### src/rtl/etapa_inmediato.sv
// Immediate-generation stage: resolves the immediate type of an RV32I
// instruction (explicit or opcode-decoded), extracts and extends the
// immediate at accept time and holds results in a 2-entry in-order FIFO.
module etapa_inmediato #(
    parameter int XLEN = 32,
    parameter int ZIMM = 1,
    parameter int AUTO = 1
) (
    input  logic            clk,
    input  logic            nreset,
    input  logic            in_valid,
    output logic            in_ready,
    input  logic [31:0]     inst,
    input  logic [2:0]      tipo,
    output logic            out_valid,
    input  logic            out_ready,
    output logic [XLEN-1:0] inmediato,
    output logic [2:0]      out_tipo,
    output logic            error
);

    if (XLEN != 32 && XLEN != 64) begin : g_bad_xlen
        $error("etapa_inmediato: XLEN must be 32 or 64");
    end

    localparam logic [2:0] T_I    = 3'b000;
    localparam logic [2:0] T_S    = 3'b001;
    localparam logic [2:0] T_B    = 3'b010;
    localparam logic [2:0] T_U    = 3'b011;
    localparam logic [2:0] T_J    = 3'b100;
    localparam logic [2:0] T_Z    = 3'b101;
    localparam logic [2:0] T_ERR  = 3'b110;
    localparam logic [2:0] T_AUTO = 3'b111;

    typedef struct packed {
        logic [XLEN-1:0] imm;
        logic [2:0]      tipo;
        logic            err;
    } entry_t;

    // Maps the requested type (possibly "auto") to a concrete type or T_ERR.
    function automatic logic [2:0] resolve(input logic [31:0] w, input logic [2:0] t);
        logic [2:0] r;
        r = T_ERR;
        case (t)
            T_I, T_S, T_B, T_U, T_J: r = t;
            T_Z:    r = (ZIMM != 0) ? T_Z : T_ERR;
            T_AUTO: begin
                if (AUTO != 0) begin
                    case (w[6:0])
                        7'b0010011, 7'b0000011, 7'b1100111: r = T_I;
                        7'b1110011: r = (w[14] && (ZIMM != 0)) ? T_Z : T_I;
                        7'b0100011: r = T_S;
                        7'b1100011: r = T_B;
                        7'b0110111, 7'b0010111: r = T_U;
                        7'b1101111: r = T_J;
                        default:    r = T_ERR;
                    endcase
                end
            end
            default: r = T_ERR;
        endcase
        return r;
    endfunction

    // Every type is first built as a 32-bit value whose bit 31 already carries
    // the correct extension (zero for Z), so one signed cast widens to XLEN.
    function automatic entry_t extract(input logic [31:0] w, input logic [2:0] t);
        entry_t     e;
        logic [2:0] r;
        logic [31:0] raw;
        r   = resolve(w, t);
        raw = '0;
        case (r)
            T_I: raw = {{20{w[31]}}, w[31:20]};
            T_S: raw = {{20{w[31]}}, w[31:25], w[11:7]};
            T_B: raw = {{19{w[31]}}, w[31], w[7], w[30:25], w[11:8], 1'b0};
            T_U: raw = {w[31:12], 12'h000};
            T_J: raw = {{11{w[31]}}, w[31], w[19:12], w[20], w[30:21], 1'b0};
            T_Z: raw = {27'h0, w[19:15]};
            default: raw = '0;
        endcase
        e.imm  = XLEN'($signed(raw));
        e.tipo = r;
        e.err  = (r == T_ERR);
        return e;
    endfunction

    logic [1:0] count;
    entry_t     head;
    entry_t     tail;
    entry_t     new_entry;
    logic       push;
    logic       pop;
    logic       unused_bits;

    assign unused_bits = ^inst[13:12];

    assign new_entry = extract(inst, tipo);
    assign in_ready  = nreset && (count != 2'd2);
    assign out_valid = (count != 2'd0);
    assign push      = in_valid && in_ready;
    assign pop       = out_valid && out_ready;

    assign inmediato = head.imm;
    assign out_tipo  = head.tipo;
    assign error     = head.err;

    // Two-slot shift FIFO: head drives the outputs, tail only fills when the
    // head is occupied and not leaving this cycle.
    always_ff @(posedge clk) begin
        if (!nreset) begin
            count <= 2'd0;
            head  <= '0;
            tail  <= '0;
        end else begin
            if (push && (count == 2'd0 || (count == 2'd1 && pop))) begin
                head <= new_entry;
            end else if (pop && count == 2'd2) begin
                head <= tail;
            end

            if (push && count == 2'd1 && !pop) begin
                tail <= new_entry;
            end

            case ({push, pop})
                2'b10:   count <= count + 2'd1;
                2'b01:   count <= count - 2'd1;
                default: count <= count;
            endcase
        end
    end

endmodule

### config.mk
export PLATFORM = sky130hd
export DESIGN_NAME = etapa_inmediato
export DESIGN_NICKNAME = d
export VERILOG_FILES = /design/src/rtl/etapa_inmediato.sv
export SDC_FILE = /design/constraint.sdc
export NUM_CORES = 1
export LEC_CHECK = 0
export BUFFER_PORTS_ARGS = -buffer_cell sky130_fd_sc_hd__buf_2
export CAP_MARGIN = 40
export CORE_ASPECT_RATIO = 0.6
export CORE_MARGIN = 4
export CORE_UTILIZATION = 55
export CTS_CLUSTER_DIAMETER = 120
export CTS_CLUSTER_SIZE = 40
export DETAILED_ROUTE_END_ITERATION = 8
export MAX_ROUTING_LAYER = met4
export PLACE_DENSITY = 0.8
export RECOVER_POWER = 100
export SLEW_MARGIN = 10
export SYNTH_ARGS = -nofsm -noshare
export SYNTH_HDL_FRONTEND = slang
export SYNTH_SLANG_ARGS = --single-unit
### constraint.sdc
create_clock -name clk -period 6.4 [get_ports clk]
set_input_delay 1.92 -clock clk [delete_from_list [all_inputs] [get_ports clk]]
set_output_delay 1.92 -clock clk [all_outputs]
set_load 0.02 [all_outputs]
[After elaboration in Yosys (flattened, before gate mapping)]
Cells that the tools add are included.
Operators by class
  add/sub/neg operators: 2
  eq/ne operators: 26
  multiplexer cells: 7
  reductions and logical operators: 19
Operators by type and width (count)
  $pmux W32 S6: 1
  $mux W36: 2
  $eq A7 B7 Y1 const B: 4
  $eq A3 B3 Y1 const B: 6
  $pmux W3 S6: 1
  $eq A7 B5 Y1 const B: 2
  $eq A7 B6 Y1 const B: 2
  $eq A3 B2 Y1 const B: 4
  $pmux W3 S3: 1
  $logic_and A1 B1 Y1: 8
  $eq A7 B2 Y1 const B: 1
  $eq A3 B1 Y1 const B: 2
  $logic_not A3 Y1: 2
  $reduce_bool A2 Y1: 3
  $reduce_or A5 Y1: 1
  $eq A2 B1 Y1 const B: 2
  $eq A2 B2 Y1 const B: 2
  $pmux W2 S2: 1
  $mux W3: 1
  $reduce_or A3 Y1: 1
  $add A2 B1 Y2 const B: 1
  $logic_not A2 Y1: 1
  $ne A2 B2 Y1 const B: 1
  $reduce_or A2 Y1: 1
  other kinds (3): 3
Storage, ports and cells
  register bits: 74
  input port bits: 39
  output and inout port bits: 38

[Depth between registers and ports, before layout]
Gate-level depths: netlist of the first run.
  depth in word-level cells: 7
  mapped depth: 10
  depth with buffers taken out: 8

[Worst setup path before layout of the first run]
OpenSTA, ideal clock, no wires.
  path kind: in2out
  start: input port nreset
  end: output port in_ready
  arrival time: 2481 ps
  data required time: 4480 ps
  path slack: 1999 ps
  stages: 2
  path buffers: 1
  cell sequence: buf_2 nor2b_1
Between the ends
  cells in the longest elaborated chain, start to end: 1
RTL lines
  from (decl): RTL line 10  | input logic nreset,
  $logic_and A1 B1 Y1: RTL line 100  | assign in_ready = nreset && (count != 2'd2);
  to (decl): RTL line 12  | output logic in_ready,
No other way between the ends.

[Worst setup path after layout of the first run]
Same ends and word-level chain as after synthesis.

==> flow_summary.json, run 1 <==
{
  "whs_path_depth": 2,
  "first_iter_violations": 427,
  "rsz0062_at_grt": "false",
  "cts_buffer_depth": 2,
  "cts_resized": 0,
  "ctsHoldBuffers": 0,
  "cp.required_ns": 4.48,
  "vias": 3611,
  "htree_levels": 3,
  "reg2reg_depth": 8,
  "start_util_pct": 58.62,
  "crit_start": "nreset",
  "netlist_area_mm2": 0.003711,
  "grt_pass1_wl_um": 16720,
  "die_y_um": 71.63,
  "drtAntennaViolNets": 0,
  "criticalPathCategory": "primary input to output port",
  "avgSynthCellArea_um2": 8.986,
  "max_stage_delay_ns": 1.06,
  "grt_usage_pct": 26.61,
  "utilization_pct": 68.30,
  "port_buffers": 76,
  "viasPerCell": 6.448,
  "clk_root_buffer_cell": "clkbuf_16",
  "critPathTopFamily": "buffers and inverters",
  "final_common_cell": "dfxtp_1",
  "antenna_found_initial": 0,
  "drc": 0,
  "startpoint_type": "primary input",
  "die_width_um": 114.0,
  "synth_edf_count": 0,
  "mostFrequentLayoutCells": "74 x dfxtp_1, 64 x nand2_1, 45 x o21ai_0, 40 x clkbuf_1, 37 x buf_2",
  "areaGrowthSynthToFinish_pct": 16.52,
  "clock.fmax_mhz": 182.4,
  "first_pass_iters": 5,
  "hp-class": "register to register",
  "cts-buffers-inserted": 9,
  "p_leak_uw": 0.001715,
  "critPathMaxFanout": 37,
  "max-vdd-ir-drop_uv": 247.8,
  "first_global_vias": 3292,
  "period_share_pct": 85.68,
  "r2r_start": "count[0]$_SDFFE_PN0P_",
  "ys_ff_latch": 74,
  "synth_fp_nets": 456,
  "rows": 22,
  "cp_slowest_cell": "clkbuf_1",
  "overflow": 0,
  "ff2ff_setup_slack_ns": 3.15,
  "maxSlewViolCount": 25,
  "hold_end": "tail[2]$_SDFFE_PN0P_",
  "cts.reportedPaths.clkPinSlew_ns": 0.06,
  "grt_max_degree": 49,
  "clkSinkCount": 74,
  "arrival_ns": 3.56,
  "ys_warn_count": 0,
  "ys_seq_area_share_pct": 39.92,
  "status": "finished with violations",
  "stdcell_area_mm2": 0.004324,
  "gp_congestion": 0.9312,
  "post_dp_cell_area_mm2": 0.004106,
  "slew-limit-headroom_pct": -6.337,
  "r2r-end": "inmediato[15]$_SDFFE_PN0P_",
  "critical-path-top-cell-by-count": "clkbuf_1",
  "io_pins": 77,
  "netlist_instances": 413,
  "fin_skew_ns": 0.005385,
  "num_antenna_cells": 0,
  "drt_wl_total_um": 10620,
  "fin_nets": 516,
  "critPathBufInv": 2,
  "hp-start": "tail[2]$_SDFFE_PN0P_",
  "fin_setup_tns_ns": 0,
  "crit_path_end_kind": "output port",
  "ys_types": 62,
  "post-cts-setup-buffer-count": 0,
  "async_reset_ff_share_pct": 0,
  "tightest_slew_ns": 1.595,
  "core_mm2": 0.006331,
  "drive_gt1_share_pct": 14.71,
  "post-route-min-period_ns": 5.484,
  "crit_chain": "clkbuf_1 -> nor2b_1 -> clkbuf_1",
  "dpl.cell_count": 546,
  "failed_checks": "max-capacitance violations, max-slew violations",
  "setup_viol": 0,
  "clk_latency_ns": 0.33,
  "die_area_mm2": 0.008168,
  "maxCapViolCount": 2,
  "avgRoutedWirePerCell_um": 18.97,
  "layout.cells.non_filler": 560,
  "powerDensity_mw_per_mm2": 369.9,
  "synth_ff_type": "dfxtp_1",
  "cts_tree": "yes",
  "finalHoldViolations": 0,
  "hpwl_um": 7283
}
logic make-up after synthesis:
group,count (synthesis),share of synthesized area [%]
and+or+nand+nor,118,15.51
adders and majority gates,4,1.349
DFF,74,39.92
muxes,18,4.855
buffers and inverters,46,5.732
xor gates and xnor gates,4,0.9442
AOI/OAI and AO/OA,149,31.69
tightest hold or removal path: cells and delay by family, from the launching register on:
kind	cells	cell delay, ns
and+or+nand+nor	1	0.05
AOI/OAI and AO/OA	1	0.05
DFF	1	0.30
through the flow:
step                      total power [uW]  setup slack (ns)  hold WS (ns)
after floorplan                      916.4             1.999        0.4332
after detailed placement              1058             1.616        0.4461
after CTS                             1621             1.622        0.4536
after global routing                  1663            0.7481        0.4737
final                                 1600            0.9163        0.4525
after global placement                1039             1.647        0.4421
flip-flops by register name, indices dropped and copies added, names as in the netlist:
name / count
tail: 36
out_tipo: 3
count: 2
error: 1
inmediato: 32
synth_stat cells, types with 2 or more instances:
cell type | count | share of area (%)
xor2_1 | 2 | 0.47
o21ai_0 | 44 | 5.9
ha_1 | 4 | 1.3
buf_1 | 2 | 0.20
a21o_1 | 2 | 0.40
a211o_1 | 2 | 0.47
a221o_1 | 6 | 1.6
nand2_1 | 64 | 6.5
o2111a_1 | 3 | 0.91
dfxtp_1 | 74 | 40
buf_6 | 4 | 1.2
nor4b_1 | 5 | 1.2
a311oi_1 | 2 | 0.47
nor2b_1 | 2 | 0.34
a31oi_1 | 26 | 4.4
a221oi_2 | 10 | 4.0
a221oi_1 | 2 | 0.47
o221ai_1 | 6 | 1.4
nor2_1 | 12 | 1.2
and2_1 | 5 | 0.84
a32o_1 | 12 | 3.2
xnor2_1 | 2 | 0.47
a211oi_1 | 2 | 0.40
o2111ai_1 | 5 | 1.2
nor3_1 | 3 | 0.40
nand4_1 | 3 | 0.51
clkbuf_1 | 21 | 2.1
a21oi_1 | 13 | 1.8
inv_1 | 13 | 1.3
mux2i_1 | 18 | 4.9
nand3_1 | 9 | 1.2
buf_2 | 5 | 0.67
worst max-delay path by stage:
stage	slack, ns	depth (start not counted)	to
global route	0.75	7	inmediato[15]$_SDFFE_PN0P_
finish	0.92	3	in_ready
global placement	1.65	3	in_ready
detailed placement	1.62	3	in_ready
floorplan	2.00	2	in_ready
CTS	1.62	3	in_ready
metal layers:
metal | up-vias | part of all wire [%] | GRT usage, %
li1 | 1689 | - | -
met3 | 27 | 9.0 | 5.654
met4 | 0 | 1.7 | 8.696
met1 | 1704 | 47 | 38.26
met2 | 191 | 42 | 37.03
met5 | - | 0 | -
final cells by class:
cell class,instances,area (um^2)
clock buffers,9,225.2
clock inverters,5,105.1
fillers,546,2007
inverters,13,48.80
multi-input cells,293,1962
flip-flops and latches,74,1481
well taps,84,105.1
repair buffers,82,396.6
power breakdown:
part,switching [uW],leakage (uW),internal [uW]
clock network,191,0.000154,376
logic,293,0.000959,150
registers,46.4,0.000602,543
Power figures use the tool's default switching activity.
==> inputs of run 2 (changes only) <==
--- a/config.mk
+++ b/config.mk
@@ -9,12 +9,12 @@
 export CAP_MARGIN = 40
 export CORE_ASPECT_RATIO = 0.6
 export CORE_MARGIN = 4
-export CORE_UTILIZATION = 55
+export CORE_UTILIZATION = 39
 export CTS_CLUSTER_DIAMETER = 120
 export CTS_CLUSTER_SIZE = 40
 export DETAILED_ROUTE_END_ITERATION = 8
 export MAX_ROUTING_LAYER = met4
-export PLACE_DENSITY = 0.8
+export PLACE_DENSITY = 0.58
 export RECOVER_POWER = 100
 export SLEW_MARGIN = 10
 export SYNTH_ARGS = -nofsm -noshare
==> run 2 against run 1 <==
Compared with the run above: the run still ends with max-capacitance violations, max-slew violations left; global-route usage is 6.2 points lower; die area is 37% higher; sequential power hardly changed; first-iteration DRC count is 21% lower; wire length is 3.9% higher; worst hold slack better by 0.0020 ns; via count is 3.2% lower.
==> flow_summary.json, run 2 (synthesis results as in run 1) <==
{
  "final_common_cell": "dfxtp_1",
  "areaGrowthSynthToFinish_pct": 17.50,
  "critPathBufInv": 2,
  "fin_setup_tns_ns": 0,
  "post-route-min-period_ns": 5.531,
  "clock.fmax_mhz": 180.8,
  "core_mm2": 0.009223,
  "avgRoutedWirePerCell_um": 18.15,
  "cts_tree": "yes",
  "critPathTopFamily": "buffers and inverters",
  "io_pins": 77,
  "critPathMaxFanout": 37,
  "first_iter_violations": 336,
  "crit_path_end_kind": "output port",
  "hp-start": "tail[3]$_SDFFE_PN0P_",
  "drtAntennaViolNets": 0,
  "htree_levels": 3,
  "maxSlewViolCount": 38,
  "max_stage_delay_ns": 1.13,
  "start_util_pct": 40.24,
  "port_buffers": 76,
  "utilization_pct": 47.28,
  "dpl.cell_count": 592,
  "antenna_found_initial": 0,
  "clkSinkCount": 74,
  "largest-register": "tail",
  "arrival_ns": 3.61,
  "period_share_pct": 86.42,
  "cts_resized": 0,
  "post-cts-setup-buffer-count": 0,
  "num_antenna_cells": 0,
  "die_area_mm2": 0.01119,
  "rsz0062_at_grt": "false",
  "cts.reportedPaths.clkPinSlew_ns": 0.05,
  "drive_gt1_share_pct": 15.27,
  "mostFrequentLayoutCells": "74 x dfxtp_1, 64 x nand2_1, 44 x o21ai_0, 44 x clkbuf_1, 38 x buf_2",
  "drc": 0,
  "fin_skew_ns": 0.003238,
  "powerDensity_mw_per_mm2": 352.8,
  "cts-buffers-inserted": 9,
  "cp_slowest_cell": "clkbuf_1",
  "hp-class": "register to register",
  "cp.required_ns": 4.48,
  "failed_checks": "max-capacitance violations, max-slew violations",
  "crit_chain": "clkbuf_1 -> nor2b_1 -> buf_2",
  "fin_nets": 516,
  "status": "finished with violations",
  "overflow": 0,
  "maxCapViolCount": 1,
  "crit_start": "nreset",
  "slew-limit-headroom_pct": -7.185,
  "fillers": 912,
  "first_global_vias": 3291,
  "tightest_slew_ns": 1.608,
  "clk_latency_ns": 0.33,
  "setup_viol": 0,
  "criticalPathCategory": "primary input to output port",
  "max-vdd-ir-drop_uv": 178.6,
  "grt_max_degree": 50,
  "layout.cells.non_filler": 608,
  "finalHoldViolations": 0,
  "vias": 3496,
  "gp_congestion": 0.9142,
  "clk_root_buffer_cell": "clkbuf_16",
  "die_y_um": 83.56,
  "drt_wl_total_um": 11030,
  "r2r_start": "count[0]$_SDFFE_PN0P_",
  "ff2ff_setup_slack_ns": 3.43,
  "hpwl_um": 7770,
  "grt_pass1_wl_um": 17750,
  "startpoint_type": "primary input",
  "grt_usage_pct": 20.36,
  "largest_reg_flops": 36,
  "first_pass_iters": 5,
  "viasPerCell": 5.750,
  "cts_buffer_depth": 2,
  "ctsHoldBuffers": 0,
  "die_width_um": 133.9,
  "rows": 27,
  "p_leak_uw": 0.001706
}
-- run 2: cell types whose count changed in the layout (fill, tap and decap cells not counted), sizes merged --
| cell | previous run | this run |
|---|---|---|
| bufinv | 3 | 1 |
| buf | 42 | 41 |
| clkinv | 0 | 1 |
| clkinvlp | 2 | 0 |
| clkbuf | 49 | 55 |
-- run 2: path summary, 6_finish.rpt --
| check | end | depth (start not counted) |
|---|---|---|
| min reg2reg | tail[3]$_SDFFE_PN0P_ | 2 |
| min | tail[3]$_SDFFE_PN0P_ | 2 |
| max | in_ready | 3 |
| max reg2reg | inmediato[27]$_SDFFE_PN0P_ | 8 |
-- run 2: per-layer routing --
layer / global-route usage [%] / wire [um] / vias up
met5: - / 0 / -
met3: 5.361 / 894 / 8
met1: 30.57 / 5663 / 1675
met2: 26.80 / 4392 / 134
li1: - / - / 1679
met4: 4.669 / 84 / 0
-- run 2: final cells by class --
cell class	instances	area [um^2]	share of cell area, %
Sequential cell	74	1481	33.97
Timing Repair Buffer	82	386.6	8.867
Multi-Input combinational cell	293	1982	45.45
Inverter	13	48.80	1.119
Clock inverter	2	35.03	0.8034
Clock buffer	14	264.0	6.055
Tap cell	130	162.7	3.730
-- run 2: tightest hold or removal path, delay by kind of cell (launching register included) --
family / cells / cell delay [ns]
AOI/OAI and AO/OA: 1 / 0.05
and+or+nand+nor: 1 / 0.05
DFF: 1 / 0.31
-- run 2: stage by stage --
step,setup WS (ns),hold WS (ns),cell area (um^2),total power [uW]
after detailed placement,1.545,0.4502,4167,1064
after global placement,1.587,0.4469,4120,1053
final,0.8693,0.4545,4360,1538
after global routing,0.7831,0.4774,4360,1624
after floorplan,1.999,0.4332,3711,916.4
after CTS,1.544,0.4581,4466,1577
-- run 2: power breakdown --
part	switching [uW]	leakage [uW]	internal, uW
clock network	186	0.000147	323
registers	44.7	0.000602	543
logic	293	0.000957	149
total	523	0.00171	1010
